==> src/rtl/sensor_scan_framer.sv <==
// sensor_scan_framer: scans mux channels, averages ADC samples, packs checksummed frames into a byte FIFO
module sensor_scan_framer #(
  parameter int NUM_CH = 24,
  parameter int SETTLE_CYC = 500,
  parameter int AVG_LOG2 = 2,
  parameter logic [7:0] HDR0 = 8'hAA,
  parameter logic [7:0] HDR1 = 8'h55,
  parameter int FIFO_DEPTH = 64
) (
  input  logic        clk,
  input  logic        reset,
  input  logic        run,
  input  logic [11:0] adc_data,
  input  logic        adc_valid,
  output logic [5:0]  addr,
  output logic        busy,
  output logic [7:0]  tx_data,
  output logic        tx_empty,
  input  logic        tx_rd_en
);
  localparam int FW = NUM_CH + 4;
  localparam int AW = $clog2(FIFO_DEPTH);
  localparam int CW = $clog2(SETTLE_CYC + 4);
  localparam int NS = 1 << AVG_LOG2;
  typedef enum logic [2:0] {IDLE, WAIT_SPACE, HDR, SETTLE, DISCARD, ACCUM, STORE, CHK} state_t;
  state_t state, nxt;
  logic [CW-1:0] cnt;
  logic [AVG_LOG2:0] n;
  logic [11+AVG_LOG2:0] acc;
  logic [7:0] frame_cnt, chk, wr_data, avg_byte;
  logic [7:0] mem [FIFO_DEPTH];
  logic [AW-1:0] wp, rp;
  logic [AW:0] count;
  logic wr, rd;
  assign avg_byte = acc[AVG_LOG2+4 +: 8];
  assign wr = state inside {HDR, STORE, CHK};
  assign rd = tx_rd_en && count != '0;
  assign tx_empty = count == '0;
  assign tx_data = tx_empty ? 8'h00 : mem[rp];
  assign busy = state inside {HDR, SETTLE, DISCARD, ACCUM, STORE, CHK};
  assign wr_data = state == HDR ? (cnt == CW'(0) ? HDR0 : cnt == CW'(1) ? HDR1 : frame_cnt) :
                   state == STORE ? avg_byte : chk;
  always_comb begin
    nxt = state;
    case (state)
      IDLE:       nxt = run ? WAIT_SPACE : IDLE;
      WAIT_SPACE: nxt = count <= (AW+1)'(FIFO_DEPTH - FW) ? HDR : WAIT_SPACE;
      HDR:        nxt = cnt == CW'(2) ? SETTLE : HDR;
      SETTLE:     nxt = cnt == CW'(SETTLE_CYC - 1) ? DISCARD : SETTLE;
      DISCARD:    nxt = adc_valid ? ACCUM : DISCARD;
      ACCUM:      nxt = adc_valid && n == (AVG_LOG2+1)'(NS - 1) ? STORE : ACCUM;
      STORE:      nxt = addr == 6'(NUM_CH - 1) ? CHK : SETTLE;
      CHK:        nxt = run ? WAIT_SPACE : IDLE;
      default:    nxt = IDLE;
    endcase
  end
  always_ff @(posedge clk) begin
    if (reset) begin
      state <= IDLE;
      cnt <= '0;
      n <= '0;
      acc <= '0;
      frame_cnt <= '0;
      chk <= '0;
      addr <= '0;
      wp <= '0;
      rp <= '0;
      count <= '0;
    end else begin
      state <= nxt;
      cnt <= nxt == state ? cnt + 1'b1 : '0;
      if (nxt == SETTLE && state != SETTLE) addr <= state == STORE ? addr + 6'd1 : 6'd0;
      if (state == DISCARD) begin
        acc <= '0;
        n <= '0;
      end else if (state == ACCUM && adc_valid) begin
        acc <= acc + (12+AVG_LOG2)'(adc_data);
        n <= n + 1'b1;
      end
      if (state == HDR) chk <= frame_cnt;
      else if (state == STORE) chk <= chk + avg_byte;
      if (state == CHK) frame_cnt <= frame_cnt + 8'd1;
      if (wr) wp <= wp + 1'b1;
      if (rd) rp <= rp + 1'b1;
      if (wr != rd) count <= wr ? count + 1'b1 : count - 1'b1;
    end
  end
  always_ff @(posedge clk) begin
    if (wr && !reset) mem[wp] <= wr_data;
  end
endmodule

==> config.mk <==
export PLATFORM = sky130hd
export DESIGN_NAME = sensor_scan_framer
export DESIGN_NICKNAME = d
export VERILOG_FILES = /design/src/rtl/sensor_scan_framer.sv
export SDC_FILE = /design/constraint.sdc
export NUM_CORES = 1
export LEC_CHECK = 0
export BUFFER_PORTS_ARGS = -buffer_cell sky130_fd_sc_hd__buf_2
export CORE_UTILIZATION = 35
export CTS_BUF_LIST = sky130_fd_sc_hd__clkbuf_8
export CTS_CLUSTER_DIAMETER = 40
export DETAILED_ROUTE_END_ITERATION = 12
export GPL_ROUTABILITY_DRIVEN = 0
export PLACE_DENSITY = 0.45
export SLEW_MARGIN = 10
export SYNTH_ARGS = -nofsm -noshare
export SYNTH_HDL_FRONTEND = slang
export SYNTH_SLANG_ARGS = --single-unit
==> constraint.sdc <==
create_clock -name clk -period 9.65 [get_ports clk]
set_clock_uncertainty 0.1 [all_clocks]
set_input_delay 1.93 -clock clk [delete_from_list [all_inputs] [get_ports clk]]
set_output_delay 1.93 -clock clk [all_outputs]
set_load 0.01 [all_outputs]
==> impl_results.md <==
- Final number of setup-violating endpoints: 0
- Final core occ: 40.5%
- VDD IR-drop max: ~0.16 mV
- Max layer used: met5
- Status: completed
- Clock transition at path regs: 0.06 ns
- Crit Path Class: reg -> out
- Initial core utilization: 35.5%
- Sequential element share of the synthesized area: 69.4%
- Commonest non-fill, non-tap cell in the layout: edfxtp_1
- Distinct cells, synth: 67
- Synth area leaders: edfxtp_1, mux4_2, dfxtp_1
- Most frequent cells in the layout: edfxtp_1, nor2_1, mux4_2
- Wire per inst: 24.4 um
- Root Buffer: clkbuf_8
- Aggregate negative setup slack: 0 ns
- Resized Gates After CTS: 0
- Die Span X: 266 um
- PortBufs: 32
- WP data required: 7.62 ns
- EDFF count, synth: between 500 and 600
- Initial antenna violation count: 2
- CP endpoint kind: output pin
- Num ports: 33
- Fmax: 159 MHz
- Clk sinks: ~590
- Critical path data arrival time: 4.25 ns
- Num rows: 96
- Post-CTS Repair Setup Buffers: 0
- Num CTS Buffers: 111
- Clock Tree Buf Depth: 3
- Met2 wire len: 29200 um
- Core area: 0.0687 mm^2
- Detail Placement HPWL: a little under 40000 um
- CTS tree: built
- Synthesis Warnings: 0
- Net count after synthesis: approximately 1500
- Grt total ovfl: 0
- PD cells: 245 mW/mm^2
- Met3 WL post-DR: approximately 4000 um
- Fin area: 0.0278 mm^2
- FF-to-FF Start: state[2]
- Worst hold path type: reg -> reg
- R2r setup slk: 5.77 ns
- Area Overhead vs Synth: 14.3%
- Worst-skew pair later-pin latency: 0.70 ns
- Share of post-route cells with drive strength above 1: 21.0%
- Pin count of the biggest net entering global routing: between 60 and 70
- Global-route usage over all layers: 18.2%
- Setup crit start kind: flip-flop
- Synthesized area per cell: 16.4 um^2
- Largest area contributor in the netlist: edfxtp_1
- Max cap viols: 0
- LEAKAGE: between 9 and 10 nW
- Final net count: 1628
- 1st-iter DRT viols: 964
- Max-slew headroom: 20.3%
- Detailed Routing Iterations Pass 1: 5
- First-pass GRT wire length: 93400 um
- Post-layout min period: 6.28 ns
- Final Max Tran Viols: 0
- Tightest Pin Transition: 1.19 ns
- Final wirelength: approximately 63000 um
- CTS HTree Levels: 3
- Flops & latches, synth: 588
- Crit Reg-Reg Endpoint: mem[56][0]
- # hold bufs at CTS: 0
- Worst reg2reg path depth: 7
- Die height: 266 um
- M1 WL: 28700 um
- Vias/cell: 5.18
- # DRC: 0
- Share of the synthesized area in the top cell type: 63.1%
- Die area: 0.0706 mm^2
- Final ANT Viol Nets: 0
- Number of global-route vias before repair: approximately 14000
- RSZ-0062 raised after global routing: false
- Via Count: 13469
- Fin crit share: 65.1%
- Hold-critical path depth: 2
- Crit Path Max Fanout: 49
- Top_reg_cell synth: edfxtp_1
- DP Area: 0.0256 mm^2
- Syn Inst Count: 1487
- Async set-reset flop share out of synthesis: 0%
- Final Hold Vio Count: 0
- Hold Path End: acc[5]
- Post-Syn Area: 0.0244 mm^2
- Min-delay src: acc[5]
[cells in the mapped netlist, drive strengths merged (8+ instances only)]
library cell / n
clkbuf: 49
dfxtp: 76
a22oi: 9
o21ai: 46
o221ai: 10
nor2b: 12
ha: 34
a211oi: 11
edfxtp: 512
nand4: 11
xnor2: 23
or3: 9
mux4: 120
inv: 15
xor2: 24
and3: 15
a31oi: 8
nand2: 68
a21oi: 43
mux2i: 40
nor4: 9
nand3: 22
nor2: 150
nand2b: 11
nand3b: 8
nor3: 17
and2: 8
buf: 32
o22ai: 18
[metal layers]
metal | vias to the layer above | global-route usage [%]
li1 | 6098 | -
met1 | 6904 | 24.8
met2 | 363 | 28.4
met3 | 102 | 5.18
met4 | 2 | 5.09
met5 | - | 0
[through the flow]
step | power [mW] | setup slack [ns] | hold WS, ns | instances
2_1_floorplan | 4.00 | 4.93 | 0.336 | 1487
3_3_place_gp | 4.48 | 4.11 | 0.343 | 2392
5_1_grt | 7.13 | 3.11 | 0.386 | 2599
4_1_cts | 6.93 | 3.30 | 0.363 | 2595
6_report | 6.83 | 3.37 | 0.359 | 2599
3_5_place_dp | 4.49 | 4.08 | 0.356 | 2392
[power breakdown]
part / switching, mW / internal (mW)
combinational: 0.818 / 0.526
sequential: 0.100 / 2.97
clock: 1.06 / 1.35
[final cells by class]
type	instances	area [um^2]
Clock inverter	84	592
Tap cell	931	1160
Antenna cell	4	10.0
Inverter	17	63.8
Timing Repair Buffer	55	333
Multi-Input combinational cell	801	7130
Clock buffer	119	1640
Fill cell	6353	40900
Sequential cell	588	16900
[critical path, stage by stage, from the launching register on]
cell and delay [ns]:
dfxtp_4 0.89, buf_4 0.82, mux4_2 0.60, nor2b_1 0.14, a211oi_1 0.26, a21oi_1 0.10, a21oi_1 0.17, o21ai_0 0.22
buf_2 0.24
[worst max path at each step]
| stage | startpoint | endpoint | depth (start not counted) |
|---|---|---|---|
| after floorplan | cnt[2] | mem[0][4] | 6 |
| after global placement | flip-flop | tx_data[3] | 8 |
| after detailed placement | flip-flop | tx_data[1] | 7 |
| after CTS | flip-flop | tx_data[1] | 7 |
| after global routing | flip-flop | tx_data[3] | 8 |
| final | flip-flop | tx_data[3] | 8 |
[cell families (layout without fill, tap and decap cells)]
kind of cell | after synthesis | count (layout) | share of synthesized area, %
DFF | 588 | 588 | 69.4
and+or+nand+nor | 358 | 358 | 7.07
AOI/OAI and AO/OA | 194 | 194 | 5.21
muxes | 165 | 165 | 13.0
buffers and inverters | 98 | 275 | 1.66
xor gates and xnor gates | 47 | 47 | 1.72
adders and majority gates | 37 | 37 | 1.99
other | 0 | 4 | 0
[sequential cells by signal (all words and copies together), names as in the netlist, named ones only]
register / flops
state: 3
mem: 512
n: 3
acc: 14
cnt: 9
wp: 6
rp: 6
chk: 8
count: 7
frame_cnt: 8
addr: 6
(Power assumes the default switching activity.)
